`config.mk`:
```
export PLATFORM = sky130hd
export DESIGN_NAME = switch_debouncer
export DESIGN_NICKNAME = d
export VERILOG_FILES = /design/src/rtl/switch_debouncer.sv
export SDC_FILE = /design/constraint.sdc
export NUM_CORES = 1
export LEC_CHECK = 0
export ABC_CLOCK_PERIOD_IN_PS = 2300
export CORE_MARGIN = 2
export CORE_UTILIZATION = 39
export CTS_BUF_LIST = sky130_fd_sc_hd__clkbuf_8 sky130_fd_sc_hd__clkbuf_16
export CTS_CLUSTER_DIAMETER = 200
export CTS_CLUSTER_SIZE = 40
export DETAILED_ROUTE_END_ITERATION = 10
export GPL_ROUTABILITY_DRIVEN = 0
export GPL_TIMING_DRIVEN = 0
export PLACE_DENSITY = 0.62
export RECOVER_POWER = 25
export SYNTH_ARGS = -nofsm -noshare
export SYNTH_HDL_FRONTEND = slang
export SYNTH_SLANG_ARGS = --single-unit
export TNS_END_PERCENT = 100
```
`constraint.sdc`:
```
create_clock -name clk -period 2.3 [get_ports clk]
set_input_delay 0.23 -clock clk [delete_from_list [all_inputs] [get_ports clk]]
set_output_delay 0.23 -clock clk [all_outputs]
set_load 0.02 [all_outputs]
```
`src/rtl/switch_debouncer.sv`:
```
// -----------------------------------------------------------------------------
// switch_debouncer
//   Conditions raw slide-switch pins before the LED-control logic uses them.
//   Each channel is handled on its own:
//     - a 2-flop synchroniser brings the asynchronous pin into the clk domain;
//     - a debounce counter accepts a new level only after it has been stable
//       for DEBOUNCE_CYCLES consecutive clocks.
//   Along with the clean level, the block produces registered one-cycle
//   rise/fall pulses per channel and a combined change pulse.
//
// Ports
//   clk      in   1      system clock (125 MHz on the board)
//   rst      in   1      asynchronous, active-high reset
//   sw_raw   in   WIDTH  raw switch pins, asynchronous to clk
//   sw_db    out  WIDTH  debounced switch level (registered)
//   sw_rise  out  WIDTH  one-cycle pulse when sw_db[i] goes 0->1
//   sw_fall  out  WIDTH  one-cycle pulse when sw_db[i] goes 1->0
//   sw_chg   out  1      one-cycle pulse, OR of every sw_rise/sw_fall bit
// -----------------------------------------------------------------------------
module switch_debouncer #(
    parameter int WIDTH           = 2,
    parameter int DEBOUNCE_CYCLES = 2500000
) (
    input  logic             clk,
    input  logic             rst,
    input  logic [WIDTH-1:0] sw_raw,
    output logic [WIDTH-1:0] sw_db,
    output logic [WIDTH-1:0] sw_rise,
    output logic [WIDTH-1:0] sw_fall,
    output logic             sw_chg
);

    localparam int              CNT_W    = $clog2(DEBOUNCE_CYCLES + 1);
    localparam logic [CNT_W-1:0] CNT_LAST = CNT_W'(DEBOUNCE_CYCLES - 1);

    logic [WIDTH-1:0] sync1;
    logic [WIDTH-1:0] sync2;
    logic [WIDTH-1:0] accept;
    logic [CNT_W-1:0] cnt [WIDTH];

    // A channel accepts its new level on the edge where the differing
    // synchronised input has already been seen DEBOUNCE_CYCLES-1 times.
    always_comb begin
        accept = '0;
        for (int i = 0; i < WIDTH; i++) begin
            accept[i] = (sync2[i] != sw_db[i]) && (cnt[i] == CNT_LAST);
        end
    end

    always_ff @(posedge clk or posedge rst) begin
        if (rst) begin
            sync1   <= '0;
            sync2   <= '0;
            sw_db   <= '0;
            sw_rise <= '0;
            sw_fall <= '0;
            sw_chg  <= 1'b0;
            for (int i = 0; i < WIDTH; i++) begin
                cnt[i] <= '0;
            end
        end else begin
            sync1 <= sw_raw;
            sync2 <= sync1;

            // Pulses are registered from the same accept term that updates
            // sw_db, so they line up with the first cycle of the new level.
            sw_rise <= accept & sync2;
            sw_fall <= accept & ~sync2;
            sw_chg  <= |accept;

            for (int i = 0; i < WIDTH; i++) begin
                if (sync2[i] == sw_db[i]) begin
                    // Input agrees with the accepted level (or bounced back).
                    cnt[i] <= '0;
                end else if (accept[i]) begin
                    sw_db[i] <= sync2[i];
                    cnt[i]   <= '0;
                end else begin
                    // Cannot overflow: the accept branch resets at CNT_LAST.
                    cnt[i] <= cnt[i] + CNT_W'(1);
                end
            end
        end
    end

endmodule

```
==> run metrics <==
num rows 29; Die X 85.7 um; Die H between 80 and 90 um; Post-DP Area 2820 um2; Core ar. 6420 um2; Final Setup Violations 0; Worst path most repeated cell clkbuf_1; Overflow after GRT 0; maximum vdd drop 0.367 mV; count of state elements after synthesis 55; Hold Fails Final Rpt 0; initial antenna violation count 0; period utilisation layout 93.1%; via density per instance 5.46; die area 7350 um2; ant diodes 0; Clock Skew 0.00301 ns; flop2flop setup slack ~0.16 ns; unrepaired setup endpoints after global routing no; Critical Path AT 2.33 ns; most common cell after layout, fill and taps aside dfrtp_1; wire per inst around 14 um; total CTS buffers 5; DP HPWL 3490 um; Clk pin slew, worst setup/hold paths 0.09 ns; min Tclk post-route ~2.1 ns; Starting Density approximately 41%; critical path's slowest cell clkbuf_1; first-pass GRT wire length 8730 um; Layout area overhead 11.9%; number of fill cells 613; clk_lat worst skew slightly above 0.3 ns; min-delay worst type flip-flop to flip-flop; reported max-cap violation count 0; CP max stage delay 0.39 ns; highest clock rate 467 MHz; number of remaining DRC errors 0; CP required about 2.5 ns; Async SR Flop Fraction 100%; share of layout cells above drive strength 1 5.78%; WS Path Type flip-flop to flip-flop; status finished clean; Final Cell Area ~2900 um2; largest net degree at the start of global routing 36; Post-synth top flop dfrtp_1; final wirelength 4910 um; Final nets 283; synthesized area 2600 um2; CP Cell Sequence clkbuf_1 > and4_1 > nand3_1 > o31ai_1 > clkbuf_1 > nor2_1; Mean Syn Cell Area 10.1 um2; sequential-to-total area share from yosys stat a little over half; Overall Global Routing Usage ~15%; CP max FO 10; Post-synth EDFFs 0; CTS root buffer clkbuf_8; Final Max Tran Viols 0; Slew HR a little over two fifths; Port-buffer cells 10; router iterations before antenna repair 4; clock sinks 55; crit start category flip-flop; Mapped Cells 259; Worst Path Buf+Inv 2; power per cell area 576 nW/um2; post-synth cell types 31; crit path capture type flip-flop; CP delay by family, top buffers and inverters; Layout Utilization between 40% and 50%; H-tree level count 2; Syn. warnings 0; Routed Antenna Nets 0; vias in the first global route 1,911; via count 1,933; highest-count cells in the layout ignoring fill and taps dfrtp_1, nor2_1, nand3_1; post-CTS setup buffers 0; Pleak 1.13 nW; syn nets 265; DRT iter0 DRCs between 80 and 90; io pins 11; CTS max path bufs 2; Slew @ Worst Pin between 0.8 and 0.9 ns; CTS tree built
[worst reg2reg max path, cell delays in order (launching register included)]
cell	delay, ns
dfrtp_1	0.33
clkbuf_1	0.31
and4_1	0.38
nand3_1	0.19
o31ai_1	0.31
clkbuf_1	0.39
nor2_1	0.10
[metal layers]
metal,routed length (um),share of wire (%),track usage [%],up-vias
met4,109,2.2,6.64,0
met2,2290,47,23.9,17
met5,0,0,0,-
li1,-,-,-,969
met1,2400,49,19.4,935
met3,113,2.3,3.37,12
[worst paths after layout]
kind / startpoint / end / depth (start not counted)
setup / recovery: cnt[4] / cnt[7] / 6
hold / removal: sync1[1] / sync2[1] / 0
setup reg to reg: cnt[4] / cnt[7] / 6
hold reg to reg: sync1[1] / sync2[1] / 0
max in group asynchronous: rst / cnt[18] / 3
min in group asynchronous: rst / sync1[0] / 2
[what timing repair did]
item / 4_1_cts / 5_1_grt
endpoints found under the setup margin: 0 / 8
hold buffers: 0 / 0
gates resized for setup: 0 / 2
[report_power, final]
| part | total, mW | switching (mW) | internal [mW] |
|---|---|---|---|
| Sequential | 0.990 | 0.0123 | 0.978 |
| Combinational | 0.0570 | 0.0407 | 0.0163 |
| Clock | 0.632 | 0.313 | 0.319 |
[sequential cells by signal (all words and copies together), names as in the netlist]
| name | flops |
|---|---|
| cnt | 44 |
| sw_chg | 1 |
| sw_db | 2 |
| sw_fall | 2 |
| sw_rise | 2 |
| sync1 | 2 |
| sync2 | 2 |
[per-stage QoR]
stage          worst slack (ns)  cells  total power, mW  hold slack, ns  TNS (ns)
5_1_grt                 0.00831    354             1.74           0.375         0
2_1_floorplan             0.401    259             1.05           0.261         0
6_report                  0.160    354             1.68           0.357         0
3_5_place_dp              0.141    347             1.07           0.339         0
3_3_place_gp             -0.262    346             1.07           0.334    -14.26
4_1_cts                   0.131    354             1.70           0.249         0
[cells by family after synthesis]
kind of cell	Yosys count	share of synthesized area, %
simple gates	125	26.8
flops	55	52.8
compound gates	33	7.11
xor+xnor	28	9.41
buf+inv	14	2.07
mux	2	0.864
fa+ha+maj	2	0.960
[final cells by class]
cell class,count,area (um2),share of cell area [%]
multi-input combinational,190,1170,40.3
clock buffer,5,68.8,2.36
buffer,8,32.5,1.12
timing repair buffer,11,105,3.61
inverter,6,22.5,0.773
clock inverter,2,37.5,1.29
sequential,55,1380,47.2
tap,77,96.3,3.31
[synth_stat cells, types with 8 or more instances]
master | instances | area share, %
o21ai_0 | 10 | 1.9
nor2_1 | 30 | 4.3
xnor2_1 | 14 | 4.7
nand2_1 | 12 | 1.7
nand4_1 | 15 | 3.6
or3_1 | 14 | 3.4
xor2_1 | 14 | 4.7
dfrtp_1 | 55 | 53
or4_1 | 8 | 2.3
a21oi_1 | 15 | 2.9
nand3_1 | 16 | 3.1
(Power assumes the default switching activity.)
==> variant 1, RTL diff (config.mk and constraints unchanged) <==
Register the input `sw_raw` before use, with the module's reset. The logic sees it one clock later.
--- a/src/rtl/switch_debouncer.sv
+++ b/src/rtl/switch_debouncer.sv
@@ -35,2 +35,12 @@
 
+    logic [WIDTH-1:0] sw_raw_q;
+
+    always_ff @(posedge clk or posedge rst) begin
+        if (rst) begin
+            sw_raw_q <= '0;
+        end else begin
+            sw_raw_q <= sw_raw;
+        end
+    end
+
     logic [WIDTH-1:0] sync1;
@@ -61,3 +71,3 @@
         end else begin
-            sync1 <= sw_raw;
+            sync1 <= sw_raw_q;
             sync2 <= sync1;
Formal check against the unedited RTL: same outputs for any inputs over 10 cycles, from zero or initial values and one cycle with rst high; that may be too few to reach the edited logic, so the function may still have changed.
==> variant 1 against the unedited design <==
- total power grew 28%
- design area grew 10%
- worst hold slack lost 0.0040 ns
- routed wire length grew 10%
- area after synthesis grew 5.3%
- count of clock-buffer cells in the layout grew 4
- sequential cell count grew 2
- worst setup slack gained 0.036 ns
==> variant 1: results (changes against the unedited design) <==
Place:
- The half-perimeter wire length after detailed placement is 3650 microns (+4.8%).
- The number of I/O port buffers came to 10 (unchanged).
- The instance count after placement with tap cells included is 377 (+8.6%).
- The placed instance area is 2980 sq um (+5.8%).

Run status:
- The run finished with clean final reports.

Worst setup path:
- The cell family with the largest share of critical-path delay is simple AND/OR/NAND/NOR gates.
- The largest stage delay on the critical path is 0.59 ns (+0.20 ns).
- The capture point of the worst reg-to-reg path is sw_db[1]$_DFFE_PP0P_.
- The top fanout value on the critical path is 8 (-2).
- The cell type of the slowest stage on the worst timing path is or4_1.
- The internal reg-to-reg setup slack is 0.20 ns (+0.04 ns).
- In this run the worst setup path terminates at sw_db[1]$_DFFE_PP0P_.
- Tracing the worst setup path back leads to its startpoint at cnt[0]$_DFF_PP0_.
- The origin of the critical flop-to-flop path is cnt[0]$_DFF_PP0_.

Synth:
- The sequential fraction of the synthesis area is 52.0% (-0.85 points).
- By count the netlist is led by dfrtp_1, nor2_1, xnor2_1, nand4_1, nand2_1.
- The synthesized area per cell is 10.2 sq um (+1.0%).
- Yosys attributes the largest share of cell area to dfrtp_1, xnor2_1, nor2_1, xor2_1, nand4_1.
- The most common flop cell mapped by yosys is dfrtp_1.
- The number of library cell types mapped by synthesis came to 35 (+13%).
- The total nets after synthesis is 276 (+4.2%).

GRT:
- The via count of the first global-routing pass is 2,020 (+5.7%).
- The wire length of the first global-routing pass is 9640 microns (+10%).
- The pin count of the biggest net entering global routing was 37 (+2.8%).
- The global-route usage over all layers is 16.5% (+1.6 points).

Route:
- The final routed wirelength across all metal layers is 5420 microns (+10%).
- The met3 wire length is 230 microns (+100%).
- The number of DRC markers in iteration 0 is 100 (+18%).
- The via count of the routed design came to 2,116 (+9.5%).
- The total met2 wirelength after detailed routing is 2550 microns (+11%).
- The iteration count of the initial detailed-routing pass came to 4 (unchanged).
- The routed length on met1 is 2570 microns (+7.0%).

STA:
- The worst clock skew came to 0.00981 ns (+0.00681 ns).
- The max-slew headroom at the worst pin is 41.0% (-2.4 points).
- The final-layout worst hold slack is 0.353 ns (-0.00397 ns).

Power:
- The static power due to leakage is 1.27 nW (+12%).
- The largest voltage drop on the vdd net is 0.000548 V (+49%).

Worst hold path:
- In this run the most critical hold path is launched from sw_raw_q[1]$_DFF_PP0_.
- The endpoint of the worst hold path is sync1[1]$_DFF_PP0_.

Layout:
- The final-stage net count is 298 (+5.3%).
- The post-route cell area was 3210 sq um (+10%).
- The share of post-route cells with drive strength above 1 is 10.8% (+5.0 points).
- The number of standard cells in the layout, taps in and fillers out came to 393 (+11%).

Clock tree:
- The clock insertion delay at the later pin of the skew report came to 0.34 ns (+0.03 ns).
- The number of setup buffers added after CTS is 0 (unchanged).
- The number of buffers inserted during clock tree synthesis is 9 (+4).
- The number of H-tree branching levels is 3 (+1).
-- variant 1: timing repair --
| item | 4_1_cts | 5_1_grt |
|---|---|---|
| setup endpoints to repair | 0 | 22 |
| hold buffers | 0 | 0 |
| gates resized for setup | 0 | 6 |
-- variant 1: cells by family (layout without fill, tap and decap cells) --
kind of cell             count (synthesis)  after routing  share of synthesized area [%]
AO/OA/AOI/OAI                           27             27                           5.65
XOR/XNOR                                30             30                           9.58
adder cells (fa/ha/maj)                  2              2                          0.912
buffers and inverters                   14             41                           2.64
flip-flops                              57             57                           52.0
multiplexers                             3              3                           1.19
AND/OR/NAND/NOR                        137            137                           28.0
-- variant 1: worst register-to-register path: stages, from the launching register on --
cell and delay, ns:
dfrtp_1 0.39, ha_1 0.21, and4_1 0.19, buf_2 0.18, nand2_1 0.11, or4_1 0.59
mux2_2 0.31
-- variant 1: per-stage QoR --
stage | setup slack [ns] | power [mW]
floorplan | 0.400 | 1.09
global placement | -0.385 | 1.11
detailed placement | 0.0287 | 1.11
CTS | 0.0198 | 2.18
global route | 0.0724 | 2.25
finish | 0.196 | 2.14
-- variant 1: cell type report --
class / count / area share, %
Buffer: 9 / 1.76
Tap cell: 96 / 3.75
Inverter: 5 / 0.585
Timing Repair Buffer: 11 / 3.28
Clock buffer: 9 / 3.86
Sequential cell: 57 / 44.5
Multi-Input combinational cell: 199 / 39.1
Clock inverter: 7 / 3.16
-- variant 1: per-layer routing --
layer	up-vias	track usage (%)
met2	64	24.4
met5	-	0
met4	0	5.87
li1	1031	-
met1	1013	21.6
met3	8	7.16
-- variant 1: power by group --
part           internal [mW]  switching, mW
Clock                  0.620          0.437
Combinational         0.0167         0.0394
Sequential              1.02         0.0148
==> variant 2, RTL diff (same flow settings) <==
Made on the original files. The parameter `WIDTH` goes from 2 to 1.
--- a/src/rtl/switch_debouncer.sv
+++ b/src/rtl/switch_debouncer.sv
@@ -20,3 +20,3 @@
 module switch_debouncer #(
-    parameter int WIDTH           = 2,
+    parameter int WIDTH           = 1,
     parameter int DEBOUNCE_CYCLES = 2500000
Ports: changed (resized sw_db, sw_fall, sw_raw and sw_rise); port bits go from 11 to 7. No check against the original RTL was run, so the function may have changed too.
==> variant 2 against the unedited design <==
- total power down 45%
- count of clock-buffer cells in the layout down 2
- via count decreased by 50%
- combinational power shrank 48%
- design area decreased by 48%
- synthesized cell count decreased by 49%
- sequential power fell by 49%
- worst setup slack gained 0.091 ns
- critical path type unchanged
- area after synthesis shrank 49%
- routed wire length shrank 50%
- clock skew fell by 0.0013 ns
- sequential cell count down 27
==> variant 2: results (changes against the unedited design) <==
Run status:
- The run finished with clean final reports.

Layout:
- The final-stage net count came to 146 (-48%).
- The number of signal-net buffers in the layout is 9 (-10).
- The non-clock inverter count in the final layout is 7 (+1).
- The clock network area share came to 4.71% (+1.1 points).
- The area occupied by multi-input gates is 579 sq um (-51%).
- The number of combinational gates with multiple inputs is 93 (-51%).
- The share of post-route cells with drive strength above 1 was 7.80% (+2.0 points).

Synth:
- The total nets after synthesis is 135 (-49%).
- The cell count after synthesis is 131 (-49%).
- The top-area cell type share of the netlist area came to 52.9% (about the same).
- The commonest cells after synthesis are dfrtp_1, nor2_1, a21oi_1, nand2_1, xnor2_1.

Route:
- The via count of the routed design is 971 (-50%).
- The detailed-route vias per instance is 5.19 (-4.9%).
- The total met2 wirelength after detailed routing came to 1170 microns (-49%).
- The final routed wirelength across all metal layers came to 2440 microns (-50%).
- The met3 wire length is 58 microns (-49%).

Clock tree:
- The clock insertion delay at the later pin of the skew report came to 0.27 ns (-0.04 ns).
- The clock sink count is 28 (-49%).

Place:
- The placed instance area is 1440 sq um (-49%).
- The instance count after placement with tap cells included was 183 (-47%).
- The post-placement worst setup slack is 0.254 ns (+0.112 ns).

Power:
- The portion of total power attributed to sequential cells was 54.7% (-4.3 points).
- The power density over the cells came to 608 nW/um^2 (+5.5%).

Worst setup path:
- The origin of the critical flop-to-flop path is cnt[0]$_DFF_PP0_.
- The end of the critical path is cnt[11]$_DFF_PP0_.

STA:
- The worst clock skew was 0.00167 ns (-0.00133 ns).

GRT:
- The global-route usage over all layers was 14.4% (-0.49 points).
- The met3 usage in global routing came to 3.26% (-0.11 points).
-- variant 2: cell count changes in the layout (fill, tap and decap cells not counted), moves of 7 or more --
cell,change
a21oi_1,-7
nor2_1,-15
nand4_1,-11
nand3_1,-10
xor2_1,-9
or3_1,-7
dfrtp_1,-27
-- variant 2: kinds of logic after synthesis --
family / count (synthesis) / synth area share [%]
adder cells (fa/ha/maj): 1 / 0.944
multiplexers: 1 / 0.850
AND/OR/NAND/NOR: 61 / 26.3
flip-flops: 28 / 52.9
AO/OA/AOI/OAI: 17 / 7.08
XOR/XNOR: 13 / 8.59
buffers and inverters: 10 / 3.40
-- variant 2: worst max-delay path, cell delays in order, from the launching register on --
cell and delay (ns):
dfrtp_1 0.39, ha_1 0.24, and4_1 0.26, nand4_1 0.12
o41ai_1 0.40, clkbuf_1 0.41, nor2_1 0.11
-- variant 2: what timing repair did --
item                                    in CTS  in global routing
endpoints found under the setup margin       0                  1
buffers inserted                             0                  0
resized for setup                            0                  2
